[config.mk]
export PLATFORM = sky130hd
export DESIGN_NAME = decode_stage_pipe_flat
export DESIGN_NICKNAME = d
export VERILOG_FILES = /design/src/rtl/decode_stage_pipe_pkg.sv /design/src/rtl/decode_stage_pipe_if.sv /design/src/rtl/decode_stage_pipe_regfile.sv /design/src/rtl/decode_stage_pipe.sv /design/src/flat_wrapper.sv
export SDC_FILE = /design/constraint.sdc
export NUM_CORES = 1
export LEC_CHECK = 0
export ABC_AREA = 1
export BUFFER_PORTS_ARGS = -buffer_cell sky130_fd_sc_hd__buf_2
export CORE_UTILIZATION = 35
export CTS_CLUSTER_DIAMETER = 60
export DETAILED_ROUTE_END_ITERATION = 7
export HOLD_SLACK_MARGIN = 0.15
export PLACE_DENSITY = 0.51
export RECOVER_POWER = 100
export SKIP_LAST_GASP = 1
export SYNTH_ARGS = -nofsm -noshare
export SYNTH_HDL_FRONTEND = slang
export SYNTH_SLANG_ARGS = --single-unit
[constraint.sdc]
create_clock -name clk -period 4.6 [get_ports clk]
set_input_delay 0 -clock clk [delete_from_list [all_inputs] [get_ports clk]]
set_output_delay 0 -clock clk [all_outputs]
set_load 0.03 [all_outputs]
[src/rtl/decode_stage_pipe_pkg.sv]
// Shared decode definitions for decode_stage_pipe: opcodes, ALU operations,
// the control bundle carried into EX and the opcode decoder.
package decode_pkg;

  localparam logic [4:0] OP_NOP  = 5'h00;
  localparam logic [4:0] OP_ADD  = 5'h08;
  localparam logic [4:0] OP_LDM  = 5'h0C;
  localparam logic [4:0] OP_LDD  = 5'h14;
  localparam logic [4:0] OP_STD  = 5'h15;
  localparam logic [4:0] OP_PUSH = 5'h10;
  localparam logic [4:0] OP_POP  = 5'h11;

  typedef enum logic [3:0] {
    ALU_NOP  = 4'h0,
    ALU_ADD  = 4'h1,
    ALU_SUB  = 4'h2,
    ALU_AND  = 4'h3,
    ALU_OR   = 4'h4,
    ALU_PASS = 4'h5
  } alu_op_t;

  typedef struct packed {
    logic       mem_read;
    logic       mem_write;
    logic       wb;
    alu_op_t    alu_op;
    logic       alu_src_imm;
    logic       one_operand;
    logic       uses_rs1;
    logic       uses_rs2;
    logic       push;
    logic       pop;
    logic       in_port;
    logic       out_port;
    logic [2:0] jump_type;
  } ctrl_t;

  localparam int CTRL_W = $bits(ctrl_t);

  // Loads/stores address memory as rs2 + imm; rs1 is the data register.
  function automatic ctrl_t ctrl_decode(input logic [4:0] opcode);
    ctrl_t c;
    c = '0;
    case (opcode)
      OP_ADD: begin
        c.wb       = 1'b1;
        c.alu_op   = ALU_ADD;
        c.uses_rs1 = 1'b1;
        c.uses_rs2 = 1'b1;
      end
      OP_LDM: begin
        c.wb          = 1'b1;
        c.alu_op      = ALU_PASS;
        c.alu_src_imm = 1'b1;
        c.one_operand = 1'b1;
      end
      OP_LDD: begin
        c.mem_read    = 1'b1;
        c.wb          = 1'b1;
        c.alu_op      = ALU_ADD;
        c.alu_src_imm = 1'b1;
        c.uses_rs2    = 1'b1;
      end
      OP_STD: begin
        c.mem_write   = 1'b1;
        c.alu_op      = ALU_ADD;
        c.alu_src_imm = 1'b1;
        c.uses_rs1    = 1'b1;
        c.uses_rs2    = 1'b1;
      end
      OP_PUSH: begin
        c.mem_write   = 1'b1;
        c.push        = 1'b1;
        c.one_operand = 1'b1;
        c.uses_rs1    = 1'b1;
      end
      OP_POP: begin
        c.mem_read    = 1'b1;
        c.wb          = 1'b1;
        c.pop         = 1'b1;
        c.one_operand = 1'b1;
      end
      default: c = '0;
    endcase
    return c;
  endfunction

endpackage

[src/rtl/decode_stage_pipe_if.sv]
// Bus between IF/ID, the WB stage and the ID/EX register of decode_stage_pipe.
// master = decode stage side, slave = surrounding pipeline.
interface decode_stage_pipe_if #(
  parameter int DATA_W  = 16,
  parameter int INSTR_W = 16,
  parameter int REG_AW  = 3
);
  import decode_pkg::*;

  logic               instr_valid;
  logic [INSTR_W-1:0] instruction;
  logic               flush;
  logic               wb_en;
  logic [REG_AW-1:0]  wb_addr;
  logic [DATA_W-1:0]  wb_data;
  logic               stall;
  logic               ex_valid;
  ctrl_t              ex_ctrl;
  logic [DATA_W-1:0]  ex_rs1_data;
  logic [DATA_W-1:0]  ex_rs2_data;
  logic [DATA_W-1:0]  ex_imm;
  logic [REG_AW-1:0]  ex_rd;
  logic [REG_AW-1:0]  ex_rs1;
  logic [REG_AW-1:0]  ex_rs2;

  modport master (
    input  instr_valid, instruction, flush, wb_en, wb_addr, wb_data,
    output stall, ex_valid, ex_ctrl, ex_rs1_data, ex_rs2_data, ex_imm,
           ex_rd, ex_rs1, ex_rs2
  );

  modport slave (
    output instr_valid, instruction, flush, wb_en, wb_addr, wb_data,
    input  stall, ex_valid, ex_ctrl, ex_rs1_data, ex_rs2_data, ex_imm,
           ex_rd, ex_rs1, ex_rs2
  );

endinterface

[src/rtl/decode_stage_pipe_regfile.sv]
// 2-read/1-write register file with synchronous clear.
// Define WB_BYPASS_EN to make the read ports return same-cycle write data.
module regfile_2r1w #(
  parameter int DATA_W = 16,
  parameter int REG_AW = 3
) (
  input  logic              clk,
  input  logic              reset,
  input  logic              we,
  input  logic [REG_AW-1:0] waddr,
  input  logic [DATA_W-1:0] wdata,
  input  logic [REG_AW-1:0] raddr1,
  input  logic [REG_AW-1:0] raddr2,
  output logic [DATA_W-1:0] rdata1,
  output logic [DATA_W-1:0] rdata2
);
  localparam int NREG = 1 << REG_AW;

  logic [DATA_W-1:0] regs [NREG];

  always_ff @(posedge clk) begin
    if (reset) begin
      for (int i = 0; i < NREG; i++) regs[i] <= '0;
    end else if (we) begin
      regs[waddr] <= wdata;
    end
  end

`ifdef WB_BYPASS_EN
  // Write-first: a register being written this cycle reads as its new value.
  assign rdata1 = (we && (waddr == raddr1)) ? wdata : regs[raddr1];
  assign rdata2 = (we && (waddr == raddr2)) ? wdata : regs[raddr2];
`else
  assign rdata1 = regs[raddr1];
  assign rdata2 = regs[raddr2];
`endif

endmodule

[src/rtl/decode_stage_pipe.sv]
// Decode stage with ID/EX register and load-use bubble insertion.
// Optional WB_BYPASS_EN macro enables write-first register file reads.
module decode_stage_pipe
  import decode_pkg::*;
#(
  parameter int DATA_W  = 16,
  parameter int INSTR_W = 16,
  parameter int REG_AW  = 3,
  parameter int OPC_W   = 5,
  parameter int IMM_W   = 8
) (
  input logic           clk,
  input logic           reset,
  decode_stage_pipe_if.master bus
);

  logic [OPC_W-1:0]  opcode;
  logic [REG_AW-1:0] rs1;
  logic [REG_AW-1:0] rs2;
  logic [IMM_W-1:0]  imm;
  logic [DATA_W-1:0] imm_ext;
  logic [DATA_W-1:0] rs1_data;
  logic [DATA_W-1:0] rs2_data;
  ctrl_t             ctrl;
  logic              hazard_rs1;
  logic              hazard_rs2;

  assign opcode  = bus.instruction[INSTR_W-1 -: OPC_W];
  assign rs1     = bus.instruction[INSTR_W-OPC_W-1 -: REG_AW];
  assign rs2     = bus.instruction[INSTR_W-OPC_W-REG_AW-1 -: REG_AW];
  assign imm     = bus.instruction[IMM_W-1:0];
  assign imm_ext = {{(DATA_W-IMM_W){1'b0}}, imm};

  always_comb begin
    ctrl = '0;
    ctrl = ctrl_decode(opcode);
  end

  regfile_2r1w #(
    .DATA_W (DATA_W),
    .REG_AW (REG_AW)
  ) u_regfile (
    .clk    (clk),
    .reset  (reset),
    .we     (bus.wb_en),
    .waddr  (bus.wb_addr),
    .wdata  (bus.wb_data),
    .raddr1 (rs1),
    .raddr2 (rs2),
    .rdata1 (rs1_data),
    .rdata2 (rs2_data)
  );

  // A load in EX cannot forward in time to a dependent instruction in ID.
  assign hazard_rs1 = ctrl.uses_rs1 && (rs1 == bus.ex_rd);
  assign hazard_rs2 = ctrl.uses_rs2 && (rs2 == bus.ex_rd);
  assign bus.stall  = bus.instr_valid && bus.ex_valid && bus.ex_ctrl.mem_read &&
                      bus.ex_ctrl.wb && (hazard_rs1 || hazard_rs2);

  always_ff @(posedge clk) begin
    if (reset || bus.flush || bus.stall) begin
      bus.ex_valid    <= 1'b0;
      bus.ex_ctrl     <= '0;
      bus.ex_rs1_data <= '0;
      bus.ex_rs2_data <= '0;
      bus.ex_imm      <= '0;
      bus.ex_rd       <= '0;
      bus.ex_rs1      <= '0;
      bus.ex_rs2      <= '0;
    end else begin
      bus.ex_valid    <= bus.instr_valid;
      bus.ex_ctrl     <= bus.instr_valid ? ctrl : '0;
      bus.ex_rs1_data <= rs1_data;
      bus.ex_rs2_data <= rs2_data;
      bus.ex_imm      <= imm_ext;
      bus.ex_rd       <= rs1;
      bus.ex_rs1      <= rs1;
      bus.ex_rs2      <= rs2;
    end
  end

endmodule

[src/flat_wrapper.sv]
// flat-port wrapper written by rule: the top's interface ports become plain ports
module decode_stage_pipe_flat import decode_pkg::*;
#(
  parameter int DATA_W  = 16,
  parameter int INSTR_W = 16,
  parameter int REG_AW  = 3,
  parameter int OPC_W   = 5,
  parameter int IMM_W   = 8
)
  (clk, reset, bus_instr_valid, bus_instruction, bus_flush, bus_wb_en, bus_wb_addr, bus_wb_data, bus_stall, bus_ex_valid, bus_ex_ctrl, bus_ex_rs1_data, bus_ex_rs2_data, bus_ex_imm, bus_ex_rd, bus_ex_rs1, bus_ex_rs2);
  decode_stage_pipe_if #(.DATA_W(DATA_W), .INSTR_W(INSTR_W), .REG_AW(REG_AW)) bus_i ();
  input logic clk;
  input logic reset;
  input wire logic [$bits(bus_i.instr_valid)-1:0] bus_instr_valid;
  input wire logic [$bits(bus_i.instruction)-1:0] bus_instruction;
  input wire logic [$bits(bus_i.flush)-1:0] bus_flush;
  input wire logic [$bits(bus_i.wb_en)-1:0] bus_wb_en;
  input wire logic [$bits(bus_i.wb_addr)-1:0] bus_wb_addr;
  input wire logic [$bits(bus_i.wb_data)-1:0] bus_wb_data;
  output wire logic [$bits(bus_i.stall)-1:0] bus_stall;
  output wire logic [$bits(bus_i.ex_valid)-1:0] bus_ex_valid;
  output wire logic [$bits(bus_i.ex_ctrl)-1:0] bus_ex_ctrl;
  output wire logic [$bits(bus_i.ex_rs1_data)-1:0] bus_ex_rs1_data;
  output wire logic [$bits(bus_i.ex_rs2_data)-1:0] bus_ex_rs2_data;
  output wire logic [$bits(bus_i.ex_imm)-1:0] bus_ex_imm;
  output wire logic [$bits(bus_i.ex_rd)-1:0] bus_ex_rd;
  output wire logic [$bits(bus_i.ex_rs1)-1:0] bus_ex_rs1;
  output wire logic [$bits(bus_i.ex_rs2)-1:0] bus_ex_rs2;
  assign bus_i.instr_valid = bus_instr_valid;
  assign bus_i.instruction = bus_instruction;
  assign bus_i.flush = bus_flush;
  assign bus_i.wb_en = bus_wb_en;
  assign bus_i.wb_addr = bus_wb_addr;
  assign bus_i.wb_data = bus_wb_data;
  assign bus_stall = bus_i.stall;
  assign bus_ex_valid = bus_i.ex_valid;
  assign bus_ex_ctrl = bus_i.ex_ctrl;
  assign bus_ex_rs1_data = bus_i.ex_rs1_data;
  assign bus_ex_rs2_data = bus_i.ex_rs2_data;
  assign bus_ex_imm = bus_i.ex_imm;
  assign bus_ex_rd = bus_i.ex_rd;
  assign bus_ex_rs1 = bus_i.ex_rs1;
  assign bus_ex_rs2 = bus_i.ex_rs2;
  decode_stage_pipe #(.DATA_W(DATA_W), .INSTR_W(INSTR_W), .REG_AW(REG_AW), .OPC_W(OPC_W), .IMM_W(IMM_W)) u_core (.clk(clk), .reset(reset), .bus(bus_i));
endmodule
; ---- After elaboration in Yosys (flattened, before gate mapping)
; Memory sizes are Yosys's and may differ from the RTL's. A register that Yosys moved wholly into a read port is not among the register bits.
; Index checks and enable logic that the tools add are counted.
[totals]
reg_bits = 41
ramBits = 128
out_inout_bits = 77
word_cells = 64
n_memories = 1
[op_classes]
eq_ne = 8
mux = 18
n_bitwise = 1
reduce_logical = 18
[mem_list]
columns = memory, depth, word_bits, rd, rd_ports_with_merged_regs, wr, line
row1 = u_core.u_regfile.regs, 8, 16, 2, 2, 8, decode_stage_pipe_regfile.sv:19  ; logic [DATA_W-1:0] regs [NREG];
[op_table]
columns = cell, n
row1 = "== test 5 bit, second input constant", 4
row2 = two-way mux 16 bit, 1
row3 = OR reduction 16 bit, 1
row4 = two-way mux 1 bit, 15
row5 = OR reduction 3 bit, 4
row6 = "== test 5 x 4 -> 1 bit, second input constant", 2
row7 = == test 3 bit, 2
row8 = logical AND 1 bit, 6
row9 = one-hot mux 3 bit (2 select lines), 1
row10 = OR reduction 2 bit, 3
row11 = OR reduction 4 bit, 1
row12 = logical OR 1 bit, 3
row13 = two-way mux 3 bit, 1
row14 = inverter 1 bit, 1

; ---- Logic depth before layout (Yosys ltp)
; Gate-level depths: netlist of run 1.
[depth]
depth_word = 8
ltp_mapped = 12

; ---- Hierarchy
; From an unflattened synthesis of run 1, not the netlist that was laid out.
[hier_totals]
cells_unflattened = 1277
area_unflattened_um2 = 9501.6
[modules_own_cells]
columns = mod, instances, cells_per_inst, area_each_um2, seq_area_each_um2
row1 = regfile_2r1w, 1, 1032, 7532.2, 3843.7
row2 = decode_stage_pipe, 1, 245, 1969.4, 1101.1

; ---- Worst setup path before layout of run 1
; Ideal clock, no wire load.
[synth_timing]
kind = input to register
startpoint = in reset
endpoint = mem u_core.u_regfile.regs[0][0] (enable)
setup_ps = 372
arrival_ps = 1169
required_ps = 4228
setup_slack_ps = 3060
stages = 6
path_buffers = 1
cell_sequence = clkinv_1 nand2_1 nor2_1 nand2_2 buf_2 nand2_1
[synth_lines]
columns = item, line
row1 = from (decl), flat_wrapper.sv:13  ; input logic reset;
row2 = to (decl), decode_stage_pipe_regfile.sv:19

; ---- Worst setup path in the final report of run 1
[layout_timing]
startpoint = in bus_instruction[12]
endpoint = reg u_core.bus.ex_ctrl[17] (netlist name)
[layout_between]
elab_chain_len = 8
elab_cells_between_ends = 17
[layout_lines]
columns = item, line
row1 = from (decl), flat_wrapper.sv:15  ; input wire logic [$bits(bus_i.instruction)-1:0] bus_instruction;
row2 = == test 5 x 4 -> 1 bit or == test 5 bit (tied branches), decode_stage_pipe_pkg.sv:44  ; case (opcode)
row3 = OR reduction 3 bit (no line), n/a
row4 = two-way mux 1 bit, decode_stage_pipe_pkg.sv:44
row5 = logical AND 1 bit (on tied branches), "decode_stage_pipe.sv:55, decode_stage_pipe.sv:56"
row6 = logical OR 1 bit, decode_stage_pipe.sv:58  ; bus.ex_ctrl.wb && (hazard_rs1 || hazard_rs2);
row7 = logical AND 1 bit, decode_stage_pipe.sv:58
row8 = logical OR 1 bit, decode_stage_pipe.sv:61  ; if (reset || bus.flush || bus.stall) begin
row9 = OR reduction 2 bit (no line), n/a
; Several ways; a longest one is shown, not always the timed one.
; A chain may end at the register's enable or synchronous reset.

==> run_results.csv, run 1 <==
group,metric,value,unit
status,status,"finished, violations left",
status,violations,"capacitance limit, slew limit",
sta,whs,263,ps
worst_hold_path,hold_path_end,"u_core.bus.ex_rs1_data[8]$_SDFF_PP0_",
clock_network,cts_tree,"yes",
global_routing,grt_max_degree,57,
die,die_x,160,microns
worst_setup_path,r2r-end,"u_core.bus.ex_ctrl[17]$_SDFF_PP0_",
clock_network,htree_num_levels,4,
logic_synthesis,synth_area,0.00877,sq mm
placed_design,place_congestion,0.845,
power,seqPwrFrac,50.2,%
sta,period_share,79.6,%
route,totalWireLength,24700,microns
logic_synthesis,yosysWarnings,0,
die,die_area,0.0257,sq mm
worst_setup_path,required,4930,ps
worst_setup_path,r2r_slack,1960,ps
sta,finalSetupTns,0,ps
placed_design,io_buffers,101,
run,cap_violations,1,
power,p_sw,0.00102,W
clock_network,root_buffer,"clkbuf_16",
worst_setup_path,rr_startpoint,"u_core.bus.ex_rd[0]$_SDFF_PP0_",
final_layout,n_antenna_cell,0,
logic_synthesis,yosys.area.top_type,"edfxtp_1",
global_routing,overflow,0,
sta,setup_viol,0,
global_routing,grt_pass1_wl,38400,microns
sta,max_slew_margin,-14.4,%
global_routing,grt_pass1_vias,6844,
worst_setup_path,startpoint_type,"input pin",
final_layout,nNetsFinal,1186,
logic_synthesis,yosysSeqAreaShare,56.4,%
die,initial_core_util,35.9,%
power,leakage,4.25,nW
placed_design,hpwl,15100,microns
clock_network,cts_resized,0,
clock_network,cts.clk_slew.worst_paths,70,ps
route,drt_iter0_drc,473,
sta,hold_viol_final,0,
sta,tightestPinTransition,1710,ps
die,die_h,160,microns
global_routing,gr-usage-met2,34.0,%
worst_setup_path,path_class,"in -> reg",
route,vias,7190,
final_layout,synthToLayoutAreaGrowth,15.4,%
clock_network,clkSinkCount,183,
worst_setup_path,r2r_cells,11,
worst_setup_path,worstPathMaxFanout,10,
clock_network,cts_buffer_depth,2,
clock_network,cts_buffers,17,
global_routing,gr-usage-met1,25.1,%
logic_synthesis,synth_top_cells_by_area,"edfxtp_1 44%, dfxtp_1 13%, nor2_1 11%",
global_routing,antenna_found_initial,0,
sta,drv_slew,44,
logic_synthesis,yosysUniqueCellTypes,23,
power,ir_drop,186,uV
global_routing,met3_usage,3.72,%
global_routing,grt-busiest-layer,"met2",
worst_hold_path,min_delay_path_depth,7,
route,drt-pass1-iter-count,5,
clock_network,clkLatencyLatePin,440,ps
worst_hold_path,hold_class,"in -> reg",
route,avgRoutedWirePerCell,16.6,microns
power,swShare,27.0,%
logic_synthesis,avgSynthCellArea,8.35,sq um
worst_setup_path,arrival,3990,ps
logic_synthesis,synth-seq-cells,183,
logic_synthesis,yosysTopAreaCellShare,43.8,%
die,placementRows,57,
final_layout,layout-drive-gt1-share,6.90,%
global_routing,grt_usage,19.7,%
power,p_per_area,373,mW/mm^2
logic_synthesis,syn_inst,1050,
power,clock_power_share,37.8,%
sta,rsz0062_at_grt,"no",
die,core_area,0.0245,sq mm
power,comb_power_share,12.0,%
sta,min_period,3660,ps
route,drc_errors,0,
power,intPower,0.00275,W
sta,fin_skew,8.10,ps
worst_setup_path,endpoint_kind,"register",
route,avgViaCountPerCell,4.85,
die,ios,117,
sta,clock.fmax,273,MHz
worst_hold_path,hold_start,"bus_instruction[9]",
route,ant_nets,0,
==> power by group through the flow <==
stage | Clock [W] | Sequential [W] | Combinational (W)
floorplan | 0 | 0.00195 | 0.000286
global placement | 0 | 0.00193 | 0.000440
detailed placement | 0 | 0.00193 | 0.000441
CTS | 0.00144 | 0.00189 | 0.000464
global route | 0.00151 | 0.00190 | 0.000510
finish | 0.00143 | 0.00189 | 0.000454
==> per-stage QoR <==
stage	cells	area (sq um)	util, %	worst slack [ps]	total power (W)
finish	1483	10100	41.4	939	0.00377
global route	1483	10100	41.4	664	0.00392
CTS	1483	10200	41.8	994	0.00380
detailed placement	1412	9280	38.0	2260	0.00237
global placement	1412	9280	38.0	2340	0.00237
floorplan	1064	8820	-	3060	0.00224
==> worst max-delay path by stage <==
stage	from	to	slack [ps]
final	bus_instruction[12]	u_core.bus.ex_ctrl[17]$_SDFF_PP0_	940
after global routing	bus_instruction[12]	u_core.bus.ex_rs1_data[0]$_SDFF_PP0_	660
after CTS	bus_instruction[12]	u_core.bus.ex_ctrl[17]$_SDFF_PP0_	990
after detailed placement	reset	u_core.u_regfile.regs[2][10]$_SDFFCE_PN0P_	2260
after global placement	bus_instruction[5]	u_core.bus.ex_rs2[0]$_SDFF_PP0_	2340
after floorplan	reset	u_core.u_regfile.regs[0][0]$_SDFFCE_PN0P_	3060
==> final cells by class <==
type / instances / area (sq um)
fill: 2520 / 14300
sequential: 183 / 4940
multi-input combinational: 685 / 2930
timing repair buffer: 145 / 853
clock buffer: 23 / 502
inverter: 114 / 428
tap: 324 / 405
clock inverter: 9 / 58.8
==> cells in the mapped netlist <==
master      n
a21oi_1    64
buf_1       1
buf_2      21
buf_4      25
buf_6       8
clkbuf_1   27
clkinv_1    3
conb_1      1
dfxtp_1    55
edfxtp_1  128
inv_1     109
inv_2       2
nand2_1   129
nand2_2    10
nand2_4     1
nand3_1     6
nand3_2     1
nand4_1     1
nor2_1    259
nor2_2      5
o21ai_0   172
o21ai_1    20
xor2_1      2
==> placed cells by master (no fill, tap or decap), types with 37 or more instances in the layout <==
cell / netlist / routed
o21ai_0: 172 / 172
a21oi_1: 64 / 64
edfxtp_1: 128 / 128
nand2_1: 129 / 139
inv_1: 109 / 109
nor2_1: 259 / 259
buf_2: 21 / 37
dlygate4sd3_1: 0 / 39
clkbuf_1: 27 / 66
dfxtp_1: 55 / 55
==> critical path: stages <==
cell	delay (ps)
dlygate4sd3_1	530
clkbuf_1	130
nor2_2	100
dlygate4sd3_1	610
nand3_1	90
dlygate4sd3_1	610
nand3_1	130
nand2_1	60
nand2_1	70
nand2_1	80
nand3_1	150
dlygate4sd3_1	800
nor2_1	80
dlygate4sd3_1	560
==> sequential cells by signal, summed over array words and instances, names as in the netlist <==
signal and cells:
u_core.bus.ex_rs2 2, u_core.bus.ex_valid 1, u_core.bus.ex_ctrl 11, u_core.bus.ex_imm 6
u_core.bus.ex_rs2_data 16, u_core.u_regfile.regs 128, u_core.bus.ex_rs1_data 16, u_core.bus.ex_rd 3
==> timing repair <==
action	4_1_cts	5_1_grt
buffers inserted	0	0
hold buffers	39	0
endpoints found under the hold margin	156	0
==> kinds of logic after synthesis <==
kind of cell,after synthesis,synth area share (%)
XOR/XNOR,2,0.200
AND/OR/NAND/NOR,412,18.3
other,1,0.0428
flip-flops,183,56.4
AO/OA/AOI/OAI,256,14.6
buffers and inverters,196,10.4
==> metal layers <==
layer | part of all wire [%] | up-vias
met1 | 44 | 3377
li1 | - | 3548
met2 | 49 | 249
met4 | 1.2 | 0
met3 | 5.6 | 16
met5 | 0 | -
Note: power is estimated with default switching activity, not from simulation.
==> run 2: changes to the inputs <==
clock period = 3.5 ns   (was 4.6 ns; I/O delays follow)
==> run 2 against run 1 <==
- via count up 3.0%
- highest routed layer unchanged
- sequential power is 33% higher
- sequential cell count is the same
- largest power group unchanged
- die area is the same
- the run now ends clean
- total power up 33%
- setup slack worse by 510 ps
- combinational power grew 39%
- largest cell class unchanged
- core utilization is 0.16 points lower
- routed wire length rose by 17%
- first-iteration DRC count increased by 89%
- non-clock buffer count fell by 4
- critical path type unchanged
==> run_results.csv, run 2 (synthesized netlist as in run 1, its figures left out) <==
group,metric,value,unit
status,status,"finished, final reports clean",
final_layout,final_common_cell,"nor2_1",
power,swShare,29.8,%
worst_hold_path,hold_class,"in -> reg",
global_routing,grt-busiest-layer,"met2",
sta,fin_skew,8.38,ps
global_routing,gr-usage-met2,38.2,%
global_routing,gr-usage-met1,27.8,%
worst_setup_path,arrival,3400,ps
placed_design,io_buffers,101,
placed_design,dp_cells,1416,
worst_setup_path,crit_family,"buffers and inverters",
worst_setup_path,path_class,"in -> reg",
power,comb_power_share,12.6,%
sta,rsz0062_at_grt,"no",
worst_setup_path,cp_slowest_stage_delay,780,ps
sta,period_share,87.8,%
worst_setup_path,r2r_cells,10,
route,totalWireLength,28900,microns
power,intPower,0.00354,W
global_routing,overflow,0,
global_routing,grt_usage,22.7,%
final_layout,stdcell_count,1479,
power,ir_drop,206,uV
global_routing,grt_pass1_wl,42000,microns
die,ios,117,
worst_setup_path,worstPathMaxFanout,8,
clock_network,root_buffer,"clkbuf_16",
worst_setup_path,cp_common_cell,"dlygate4sd3_1",
route,drt-pass1-iter-count,5,
sta,drv_slew,0,
clock_network,cts.clk_slew.worst_paths,80,ps
final_layout,synthToLayoutAreaGrowth,14.9,%
route,drt_iter0_drc,895,
die,die_x,160,microns
worst_setup_path,crit_path_start,"bus_instruction[13]",
final_layout,largest_register,"u_core.u_regfile.regs",
clock_network,clkSinkCount,183,
final_layout,nNetsFinal,1182,
die,core_area,0.0245,sq mm
final_layout,largest_reg_flops,128,
route,ant_nets,0,
final_layout,layout-drive-gt1-share,7.36,%
final_layout,final_cell_mix,"260 x nor2_1, 172 x o21ai_0, 137 x nand2_1",
route,drc_errors,0,
worst_setup_path,worst_path_max_delay_cell,"dlygate4sd3_1",
die,die_h,160,microns
power,clock_power_share,37.7,%
worst_setup_path,rr_startpoint,"u_core.bus.ex_rd[0]$_SDFF_PP0_",
sta,min_period,3070,ps
final_layout,reg.largest.list,"u_core.u_regfile.regs: 128 flops, u_core.bus.ex_rs1_data: 16 flops, u_core.bus.ex_rs2_data: 16 flops",
worst_setup_path,required,3830,ps
worst_setup_path,crit_end,"u_core.bus.ex_ctrl[15]$_SDFF_PP0_",
power,p_per_area,499,mW/mm^2
global_routing,grt_max_degree,76,
clock_network,cts_resized,0,
final_layout,n_antenna_cell,0,
die,initial_core_util,35.9,%
sta,tightestPinTransition,983,ps
worst_setup_path,r2r-end,"u_core.bus.ex_ctrl[15]$_SDFF_PP0_",
sta,setup_viol,0,
worst_setup_path,r2r_slack,1350,ps
global_routing,met3_usage,3.72,%
worst_setup_path,startpoint_type,"input pin",
route,avgRoutedWirePerCell,19.5,microns
worst_setup_path,endpoint_kind,"register",
power,leakage,4.24,nW
clock_network,htree_num_levels,4,
global_routing,antenna_found_initial,0,
worst_setup_path,cp_num_cells,14,
die,placementRows,57,
clock_network,cts_tree,"yes",
worst_setup_path,cp_cell_sequence,"dlygate4sd3_1, clkbuf_1, inv_1, nor2_1, dlygate4sd3_1, nand3_1, dlygate4sd3_1, nand3_1, nand2_1, nand2_1, nand2_1, nand3_1, dlygate4sd3_1, nor2_1",
sta,finalSetupTns,0,ps
clock_network,cts_buffers,17,
sta,hold_viol_final,0,
sta,clock.fmax,325,MHz
route,vias,7409,
die,die_area,0.0257,sq mm
power,seqPwrFrac,49.8,%
placed_design,hpwl,19000,microns
worst_setup_path,path_buf_inv,6,
clock_network,clkLatencyLatePin,450,ps
global_routing,grt_pass1_vias,6780,
route,avgViaCountPerCell,5.01,
clock_network,cts_buffer_depth,2,
placed_design,place_congestion,0.895,
run,cap_violations,0,
sta,max_slew_margin,34.3,%
power,p_sw,0.00150,W
==> run 2: power groups by stage <==
stage | combinational (W) | sequential, W | clock (W)
global route | 0.000692 | 0.00252 | 0.00199
detailed placement | 0.000614 | 0.00255 | 0
CTS | 0.000637 | 0.00250 | 0.00191
global placement | 0.000615 | 0.00255 | 0
finish | 0.000632 | 0.00251 | 0.00190
floorplan | 0.000376 | 0.00257 | 0
==> run 2: worst min-delay path by stage <==
stage,to,slack [ps],cells after the start,from
floorplan,u_core.bus.ex_imm[0]$_SDFF_PP0_,110,2,bus_instruction[0]
global placement,u_core.bus.ex_imm[0]$_SDFF_PP0_,220,3,bus_instruction[0]
detailed placement,u_core.bus.ex_imm[2]$_SDFF_PP0_,220,3,bus_instruction[2]
CTS,u_core.u_regfile.regs[5][3]$_SDFFCE_PN0P_,150,3,bus_wb_data[3]
global route,u_core.u_regfile.regs[7][2]$_SDFFCE_PN0P_,160,3,bus_wb_data[2]
finish,u_core.u_regfile.regs[3][2]$_SDFFCE_PN0P_,160,3,bus_wb_data[2]
==> run 2: cell type report <==
cell class	count	area, sq um
Inverter	114	428
Sequential cell	183	4940
Fill cell	2530	14400
Clock buffer	17	425
Tap cell	324	405
Timing Repair Buffer	141	811
Clock inverter	15	136
Multi-Input combinational cell	685	2930
==> run 2: tightest hold or removal path: cells and delay by family <==
kind,cells,cell delay (ps)
buffers and inverters,2,310
AND/OR/NAND/NOR,1,170
==> run 2: repair_timing <==
item,in CTS,in global routing
setup buffers,0,0
hold buffers,29,2
hold endpoints to repair,52,5
==> run 2: metal layers <==
layer  up-vias  wire (microns)  share of wire (%)
li1       3543               -                  -
met1      3461           11700                 40
met2       333           13800                 48
met3        72            1980                6.8
met4         0            1470                5.1
met5         -               0                  0
==> run 2: per-stage QoR <==
step	setup slack [ps]	hold slack [ps]	instance area, sq um	total power, W	utilization, %
finish	426	157	10100	0.00504	41.2
global route	180	161	10100	0.00520	41.2
CTS	544	152	10200	0.00506	41.6
detailed placement	1300	220	9330	0.00317	38.1
global placement	1330	217	9330	0.00317	38.1
floorplan	1960	112	8820	0.00294	-
==> run 3: changes to the inputs <==
==> constraint.sdc (replaced) <==
create_clock -name clk -period 3.5 [get_ports clk]
set_input_delay 0.35 -clock clk [delete_from_list [all_inputs] [get_ports clk]]
set_output_delay 0.35 -clock clk [all_outputs]
set_load 0.03 [all_outputs]
==> run 3 against run 2 <==
- worst hold slack improved by 17 ps
- first-iteration DRC count fell by 22%
- critical endpoint is now bus_stall
- fmax increased by 19%
- sequential power about the same
- core utilization is 0.80 points lower
- setup slack better by 490 ps
- largest power group unchanged
- sequential cell count unchanged
- clock skew increased by 4.9 ps
- final area fell by 1.9%
==> run_results.csv, run 3 (synthesized netlist as in run 1, its figures left out) <==
group,metric,value,unit
final_layout,fillCellCount,2528,
global_routing,grt_pass1_wl,40900,microns
status,status,"finished, final reports clean",
final_layout,synthToLayoutAreaGrowth,12.7,%
clock_network,htree_num_levels,4,
clock_network,cts_tree,"yes",
clock_network,root_buffer,"clkbuf_16",
global_routing,grt_max_degree,92,
run,cap_violations,0,
power,ir_drop,359,uV
final_layout,layout-drive-gt1-share,7.95,%
final_layout,multi_input_area,0.00294,sq mm
route,ant_nets,0,
die,die_area,0.0257,sq mm
die,initial_core_util,35.9,%
sta,fin_skew,13.3,ps
final_layout,final_common_cell,"nor2_1",
die,ios,117,
placed_design,hpwl,18900,microns
worst_setup_path,r2r-end,"u_core.bus.ex_rs2[0]$_SDFF_PP0_",
placed_design,io_buffers,101,
placed_design,place_ws,969,ps
route,drt-pass1-iter-count,5,
final_layout,ff_latch_area,0.00494,sq mm
route,avgViaCountPerCell,5.00,
worst_setup_path,path_class,"in -> out",
placed_design,placed_area,0.00935,sq mm
route,avgRoutedWirePerCell,19.2,microns
sta,tightestPinTransition,833,ps
route,drt_iter0_drc,696,
global_routing,overflow,0,
die,placementRows,57,
worst_setup_path,cp_cell_sequence,"buf_2, inv_1, nand2_1, nand2_1, nand2_1, nor2_1, nand2_1, nand2_1, nand2_1, inv_1, clkbuf_1",
die,die_h,160,microns
worst_setup_path,worst_path_max_delay_cell,"inv_1",
worst_hold_path,hold_class,"in -> reg",
sta,drv_slew,0,
route,drc_errors,0,
final_layout,largest_register,"u_core.u_regfile.regs",
final_layout,nNetsFinal,1159,
clock_network,clkSinkCount,183,
final_layout,reg.largest.list,"u_core.u_regfile.regs: 128 flops, u_core.bus.ex_rs1_data: 16 flops, u_core.bus.ex_rs2_data: 16 flops",
final_layout,n_antenna_cell,0,
global_routing,antenna_found_initial,0,
worst_setup_path,r2r_cells,9,
global_routing,grt_usage,21.9,%
route,vias,7275,
sta,finalSetupTns,0,ps
final_layout,stdcell_area,0.00989,sq mm
sta,clock.fmax,387,MHz
worst_setup_path,required,3150,ps
placed_design,place_congestion,0.879,
power,leakage,4.15,nW
clock_network,cts_resized,0,
sta,setup_viol,0,
sta,min_period,2580,ps
sta,setup_ws,919,ps
placed_design,dp_cells,1419,
worst_setup_path,cp_slowest_stage_delay,670,ps
worst_setup_path,r2r_slack,1840,ps
worst_setup_path,endpoint_kind,"output pin",
sta,max_slew_margin,44.4,%
route,totalWireLength,27900,microns
clock_network,cts_buffer_depth,2,
worst_setup_path,arrival,2230,ps
clock_network,cts.clk_slew.worst_paths,70,ps
worst_setup_path,startpoint_type,"input pin",
worst_setup_path,crit_end,"bus_stall",
global_routing,grt_pass1_vias,6819,
clock_network,clkLatencyLatePin,440,ps
final_layout,largest_reg_flops,128,
worst_setup_path,cp_common_cell,"nand2_1",
clock_network,cts_buffers,17,
die,core_area,0.0245,sq mm
worst_setup_path,rr_startpoint,"u_core.bus.ex_rd[0]$_SDFF_PP0_",
final_layout,stdcell_count,1456,
sta,rsz0062_at_grt,"no",
final_layout,final_cell_mix,"259 x nor2_1, 172 x o21ai_0, 135 x nand2_1",
worst_setup_path,worstPathMaxFanout,24,
power,p_per_area,513,mW/mm^2
sta,hold_viol_final,0,
worst_setup_path,crit_path_start,"bus_instruction[5]",
power,power,0.00508,W
sta,period_share,73.7,%
die,die_x,160,microns
[run 3: cell count changes in the layout (fill, tap and decap cells not counted), moves of 2 or more]
cell,delta
clkbuf_16,+2
inv_4,-3
buf_2,+2
inv_6,+2
nand2_1,-2
dlygate4sd3_1,-26
[run 3: final cells by class]
type,count,share of cell area (%)
clock buffers,19,4.81
clock inverters,13,1.23
inverters,114,4.33
multi-input cells,685,29.8
flip-flops and latches,183,50.0
well taps,324,4.10
repair buffers,118,5.75
[run 3: worst min-delay path by stage]
stage	start	to	slack, ps	depth (start not counted)
detailed placement	bus_instruction[2]	u_core.bus.ex_imm[2]$_SDFF_PP0_	570	3
global placement	bus_instruction[3]	u_core.bus.ex_imm[3]$_SDFF_PP0_	570	3
CTS	bus_instruction[9]	u_core.bus.ex_rd[1]$_SDFF_PP0_	170	3
floorplan	bus_instruction[0]	u_core.bus.ex_imm[0]$_SDFF_PP0_	460	2
global route	bus_instruction[9]	u_core.bus.ex_rd[1]$_SDFF_PP0_	200	3
finish	bus_instruction[9]	u_core.bus.ex_rd[1]$_SDFF_PP0_	170	3
[run 3: stage by stage]
stage	utilization (%)	hold WS (ps)
finish	40.4	174
global route	40.4	199
CTS	40.9	172
detailed placement	38.2	571
global placement	38.2	567
floorplan	-	462
[run 3: repair_timing]
action | 4_1_cts | 5_1_grt
hold buffers | 5 | 0
endpoints found under the hold margin | 5 | 0
buffers inserted | 0 | 0
[run 3: metal layers]
metal / vias to the layer above / GRT usage, % / wire (microns)
met5: - / 0 / 0
met4: 0 / 9.52 / 1010
met3: 50 / 3.05 / 1360
met2: 261 / 39.4 / 14200
met1: 3466 / 26.1 / 11300
li1: 3498 / - / -
[run 3: power breakdown]
part	switching (W)	internal (W)	total [W]
sequential	0.0000644	0.00244	0.00250
combinational	0.000466	0.000146	0.000612
clock	0.000932	0.00103	0.00196
total	0.00146	0.00361	0.00508
[run 3: worst max-delay path: cells and delay by family]
kind          cells  cell delay, ps
buf+inv           4            1270
simple gates      7             610
